## config.mk

```make
export PLATFORM = sky130hd
export DESIGN_NAME = parser_wait_segs
export DESIGN_NICKNAME = d
export VERILOG_FILES = /design/src/rtl/parser_wait_segs.sv
export SDC_FILE = /design/constraint.sdc
export NUM_CORES = 2
export LEC_CHECK = 0
export CELL_PAD_IN_SITES_DETAIL_PLACEMENT = 1
export CELL_PAD_IN_SITES_GLOBAL_PLACEMENT = 1
export CORE_AREA = 2 2 703 705
export CTS_CLUSTER_SIZE = 16
export DETAILED_ROUTE_END_ITERATION = 16
export DIE_AREA = 0 0 705 707
export PLACE_DENSITY_LB_ADDON = 0.1
export SYNTH_ARGS = -nofsm -noshare
export SYNTH_HDL_FRONTEND = slang
export SYNTH_SLANG_ARGS = --single-unit
```

## constraint.sdc

```tcl
create_clock -name clk -period 2.1 [get_ports clk]
set_clock_uncertainty 0.2 [all_clocks]
set_input_delay 0.42 -clock clk [delete_from_list [all_inputs] [get_ports clk]]
set_output_delay 0.42 -clock clk [all_outputs]
set_load 0.005 [all_outputs]
```

## src/rtl/parser_wait_segs.sv

```systemverilog
// ============================================================================
// parser_wait_segs : gathers the first C_NUM_SEGS beats of each AXIS packet
// Rev 1.0 - initial release
// ============================================================================
`default_nettype none

module parser_wait_segs #(
  parameter int C_AXIS_DATA_WIDTH  = 512,
  parameter int C_AXIS_TUSER_WIDTH = 128,
  parameter int C_NUM_SEGS         = 2
) (
  input  logic                                    clk,
  input  logic                                    rst,
  input  logic [C_AXIS_DATA_WIDTH-1:0]            s_axis_tdata,
  input  logic [C_AXIS_TUSER_WIDTH-1:0]           s_axis_tuser,
  input  logic                                    s_axis_tvalid,
  input  logic                                    s_axis_tready,
  input  logic                                    s_axis_tlast,
  output logic [C_NUM_SEGS*C_AXIS_DATA_WIDTH-1:0] tdata_segs,
  output logic [C_AXIS_TUSER_WIDTH-1:0]           tuser_1st,
  output logic                                    segs_valid
);

  localparam int W      = C_AXIS_DATA_WIDTH;
  localparam int SEGS_W = C_NUM_SEGS * W;
  localparam int CNT_W  = $clog2(C_NUM_SEGS + 1);

  typedef enum logic [1:0] {
    IDLE     = 2'd0,
    COLLECT  = 2'd1,
    WAIT_EOP = 2'd2
  } state_t;

  state_t                         state, state_nxt;
  logic [CNT_W-1:0]               cnt, cnt_nxt;
  logic [SEGS_W-1:0]              seg_buf, seg_buf_nxt;
  logic [C_AXIS_TUSER_WIDTH-1:0]  user_buf, user_nxt;
  logic                           accept;
  logic                           emit;

  assign accept = s_axis_tvalid & s_axis_tready;

  always_comb begin
    state_nxt   = state;
    cnt_nxt     = cnt;
    seg_buf_nxt = seg_buf;
    user_nxt    = user_buf;
    emit        = 1'b0;
    case (state)
      IDLE: begin
        if (accept) begin
          // Clearing the upper segments here keeps short packets zero-padded.
          seg_buf_nxt        = '0;
          seg_buf_nxt[W-1:0] = s_axis_tdata;
          user_nxt           = s_axis_tuser;
          cnt_nxt            = CNT_W'(1);
          if (s_axis_tlast || (C_NUM_SEGS == 1)) begin
            emit      = 1'b1;
            state_nxt = s_axis_tlast ? IDLE : WAIT_EOP;
          end else begin
            state_nxt = COLLECT;
          end
        end
      end
      COLLECT: begin
        if (accept) begin
          for (int i = 0; i < C_NUM_SEGS; i++) begin
            if (cnt == CNT_W'(i)) begin
              seg_buf_nxt[i*W +: W] = s_axis_tdata;
            end
          end
          cnt_nxt = cnt + CNT_W'(1);
          if (s_axis_tlast || (cnt_nxt == CNT_W'(C_NUM_SEGS))) begin
            emit      = 1'b1;
            state_nxt = s_axis_tlast ? IDLE : WAIT_EOP;
          end
        end
      end
      WAIT_EOP: begin
        if (accept && s_axis_tlast) begin
          state_nxt = IDLE;
        end
      end
      default: state_nxt = IDLE;
    endcase
  end

  always_ff @(posedge clk) begin
    if (rst) begin
      state      <= IDLE;
      cnt        <= '0;
      seg_buf    <= '0;
      user_buf   <= '0;
      segs_valid <= 1'b0;
      tdata_segs <= '0;
      tuser_1st  <= '0;
    end else begin
      state      <= state_nxt;
      cnt        <= cnt_nxt;
      seg_buf    <= seg_buf_nxt;
      user_buf   <= user_nxt;
      segs_valid <= emit;
      if (emit) begin
        tdata_segs <= seg_buf_nxt;
        tuser_1st  <= user_nxt;
      end
    end
  end

endmodule

`default_nettype wire

```

# ---- Word-level counts from Yosys, hierarchy flattened
# Cells that the tools add are included.
dict set report word_totals {
  output_inout_bits 1153
  regBits 2309
}
dict set report op_classes {
  n_eq_ne 8
  n_addsub 1
  bitwise_logic 1
  n_reduce_logical 7
  muxes 22
}
# cell n
set op_table {}
lappend op_table {{two-way mux 1024 bit} 2}
lappend op_table {{one-hot mux 1024 bit (2 select lines)} 1}
lappend op_table {{two-way mux 512 bit} 2}
lappend op_table {{two-way mux 128 bit} 2}
lappend op_table {{two-way mux 2 bit} 7}
lappend op_table {{inequality test 2 bit, second input constant} 4}
lappend op_table {{one-hot mux 2 bit (3 select lines)} 1}
lappend op_table {{two-way mux 1 bit} 5}
lappend op_table {{== test 2 x 1 -> 1 bit, second input constant} 2}
lappend op_table {{== test 2 bit, second input constant} 2}
lappend op_table {{zero test 2 bit} 2}
lappend op_table {{one-hot mux 2 bit (2 select lines)} 1}
lappend op_table {{AND reduction 4 bit} 1}
lappend op_table {{AND reduction 3 bit} 1}
lappend op_table {{adder 2 x 1 -> 2 bit, second input constant} 1}
lappend op_table {{one-hot mux 1 bit (2 select lines)} 1}
lappend op_table {{nonzero test 2 bit} 1}
lappend op_table {{bitwise AND 1 bit} 1}
lappend op_table {{logical AND 1 bit} 1}
lappend op_table {{logical OR 1 bit} 1}

# ---- Longest topological paths before layout
dict set report logic_depth {
  depth_word 6
  ltp_mapped 9
  ltp_nobuf 5
}

# ---- Least setup slack after synthesis
# OpenSTA, ideal clock, no wires.
dict set report synth_path {
  kind {reg2reg}
  start {register cnt[1]}
  end {register tdata_segs[1006]}
  setup_ns 0.091
  arrival_time_ns 1.703
  path_stages_with_launch 10
  setup_slack_ns 0.106
  path_buffers 4
  period_less_slack_ns 1.994
  cell_sequence {dfxtp_1 > inv_1 > ha_1 > clkbuf_1 > nor2b_1 > buf_2 > buf_2 > clkbuf_1 > o21ai_0 > a311oi_1}
}
dict set report synth_between {
  elab_chain_cells 6
  word_cells_on_any_way 10
  cone_classes {add/sub: 1; eq/ne: 2; mux: 6; reduce/logical: 1}
}
# item line_no
set synth_lines {}
lappend synth_lines {{from (decl)} 35} ;# logic [CNT_W-1:0] cnt, cnt_nxt;
lappend synth_lines {{from (signal assigned)} 99} ;# cnt <= cnt_nxt;
lappend synth_lines {{adder 2 x 1 -> 2 bit} 72} ;# cnt_nxt = cnt + CNT_W'(1);
lappend synth_lines {{== test 2 bit} 73} ;# if (s_axis_tlast || (cnt_nxt == CNT_W'(C_NUM_SEGS))) begin
lappend synth_lines {{logical OR 1 bit} 73}
lappend synth_lines {{two-way mux 1 bit} 73}
lappend synth_lines {{two-way mux 1 bit} 66} ;# if (accept) begin
lappend synth_lines {{one-hot mux 1 bit (2 select lines)} 49} ;# case (state)
lappend synth_lines {{to (signal assigned)} 104} ;# tdata_segs <= seg_buf_nxt;
lappend synth_lines {{to (decl)} 19} ;# output logic [C_NUM_SEGS*C_AXIS_DATA_WIDTH-1:0] tdata_segs,
# Several ways; a longest one is shown, not always the timed one.
# A chain may end at the register's enable or synchronous reset.

# ---- Worst setup path after layout
dict set report layout_path {
  start {register cnt[0]}
  end {register tdata_segs[151]}
}
# Same word-level chain as after synthesis.

==> metrics.cfg <==
[status]
outcome=complete, but fails checks
violations=setup timing

[critical_path]
required_ns=2.74
startpoint=cnt[0]
path_buf_inv=7
path_delay_family=buffers and inverters
reg2reg_slack_ns=-0.18
crit_type=flip-flop to flip-flop
crit_path_end=tdata_segs[151]
cp.depth=11
r2r_end=tdata_segs[151]
worstPathArrival_ns=2.91
slowest_stage=dfxtp_4
crit_path_end_kind=flip-flop
cpMostUsedCell=buf_12
critPathLaunchType=flip-flop
r2r_cells=11
rr_startpoint=cnt[0]
max_stage_delay_ns=0.36
crit_fanout=6
crit_chain=inv_1 -> ha_2 -> nor2b_4 -> buf_12 -> buf_16 -> buf_12 -> buf_16 -> buf_12 -> clkbuf_16 -> nand2_1 -> a311oi_1

[die]
die_x_um=705
dieArea_sq_um=498000
initial_core_util_pct=18.2
fp.dieH_um=707
core.rowCount=258
core_sq_um=492000
ios=1798

[global_route]
busiest_layer=met2
grt_pass1_vias=99600
met3_usage_pct=4.22
overflow=0
grt_pass1_wl_um=776000
grt_max_degree=92
gr-usage-met2_pct=36.5
met1_usage_pct=25.6
grt_usage_pct=21.1
antenna_found_initial=126

[route]
antenna_left=0
initialDrtViolationCount=5451
via_per_inst=4.88
num_vias=98600
post_drt_wl_per_cell_um=29.3
drt_wl_total_um=592000
drcViolationCount=0
first_pass_iters=6

[pwr]
powerDensity_nw_per_um2=792
p_total_mw=118
ir_drop_uv=627
leakagePower_nw=54.6

[clock_network]
insertion_delay_ns=0.93
htree_levels=5
clock_sinks=2309
cts_max_path_buffers=4
cts_tree=built
clockRootBuffer=clkbuf_16
cts.clk_slew.worst_paths_ns=0.06
cts-buffers-inserted=308

[synth]
synth_edf_count=0
syn_nets=11200
synth_area_sq_um=89400
synth.avg_cell_area_sq_um=8.51
yosys_most_used_dff=dfxtp_1
synth-async-reset-ratio_pct=0
ys_warn_count=0
synthCells=10500
ys_ff_latch=2309
synthDistinctLibCells=26
seq_area_frac_synth_pct=51.7

[timing]
hold_violations=0
max_freq_ghz=0.439
final.min_clock_period_ns=2.28
maxSlewViolCount=0
slew_headroom_pct=62.4
grt_setup_unrepaired=yes
tightestPinTransition_ns=0.565
report.final.setup_viol=1718
period_share_pct=109
setup_ws_ns=-0.179

[placed_design]
dp_hpwl_um=407000
gp_congestion=0.813
port_buffers=1797
pre_cts_slack_ns=-0.801

[cells_and_area]
synthToLayoutAreaGrowth_pct=66.6
nNetsFinal=14100
final_common_cell=a21oi_1
final.fill_count=55600
layout-drive-gt1-share_pct=27.1
layout_common_cells=a21oi_1, dfxtp_1, nand2_1

[run]
max_cap_violations=0

[min_path]
holdPathStages=4
hp-class=input pin to flip-flop

==> registers in the layout, summed over array words and instances, names as in the netlist <==
signal and count:
cnt 2, tdata_segs 1024, segs_valid 1, seg_buf 1024, user_buf 128, state 2, tuser_1st 128
==> cell usage after synthesis (all sizes together) (2+ instances only) <==
cell type / instances / share of area (%)
nand3: 1026 / 5.7
a211oi: 129 / 1.1
a311oi: 1024 / 10
nor2b: 2 / 0.014
mux2i: 129 / 1.4
nand2: 1282 / 5.4
clkbuf: 853 / 3.6
inv: 2 / 0.0084
o21ai: 1024 / 5.7
buf: 400 / 2.2
a21oi: 2307 / 13
nand3b: 3 / 0.025
ha: 3 / 0.042
dfxtp: 2309 / 52
nor3: 2 / 0.011
==> per-layer routing <==
metal | part of all wire, % | vias to the layer above
met2 | 49 | 2551
met4 | 4.6 | 90
li1 | - | 44800
met1 | 42 | 50300
met3 | 4.9 | 819
met5 | 0.092 | -
==> stage by stage <==
step | setup TNS, ns | cell area, sq um | utilization, % | hold slack [ns] | instances
after global placement | -1238.07 | 123000 | 25.1 | 0.242 | 18700
after detailed placement | -1342.50 | 123000 | 25.1 | 0.246 | 18700
final | -105.68 | 149000 | 30.3 | 0.0831 | 20200
after floorplan | 0 | 89400 | - | 0.232 | 10500
after CTS | -324.23 | 142000 | 28.9 | 0.000124 | 19900
after global routing | -356.50 | 149000 | 30.3 | 0.00987 | 20200
==> cell families (layout without fill, tap and decap cells) <==
kind of cell,count (synthesis),count (layout),synth area share (%)
simple gates,2322,2322,11.2
fa+ha+maj,3,3,0.0420
compound gates,4485,4485,29.8
other cells,0,49,0
buf+inv,1255,4427,5.82
mux,129,129,1.44
flops,2309,2309,51.7
==> worst min path at each step <==
| stage | startpoint | end | slack (ns) |
|---|---|---|---|
| global route | s_axis_tdata[285] | tdata_segs[285] | 0.01 |
| finish | s_axis_tdata[307] | seg_buf[307] | 0.08 |
| CTS | s_axis_tdata[387] | seg_buf[387] | 0.0001 |
| global placement | user_buf[123] | user_buf[123] | 0.24 |
| detailed placement | user_buf[40] | user_buf[40] | 0.25 |
| floorplan | cnt[1] | cnt[1] | 0.23 |
==> where the power goes <==
part	switching (mW)	total, mW	internal [mW]
clock	22.6	54.5	31.9
sequential	1.63	47.1	45.5
combinational	8.86	16.4	7.50
total	33.1	118	84.9
==> timing repair <==
action | in CTS | in global routing
endpoints found under the hold margin | 1502 | 0
hold buffers | 517 | 0
pin swaps | 2 | 72
gates cloned | 6 | 134
gates resized for setup | 5521 | 455
setup endpoints to repair | 2907 | 3188
setup buffers | 104 | 157
==> worst min-delay path: stages <==
cell and delay, ns:
clkdlybuf4s50_1 0.42, buf_4 0.18, nand3_1 0.07, a21oi_1 0.06
==> layout make-up <==
type	count	area [sq um]	area share, %
sequential	2309	48100	32.3
timing repair buffer	3879	43300	29.1
multi-input combinational	6939	39000	26.2
clock buffer	469	9270	6.22
tap	6500	8130	5.46
clock inverter	77	1000	0.673
antenna	49	123	0.0823
inverter	2	7.51	0.00504
No activity file was read; power rests on OpenSTA's default activity.
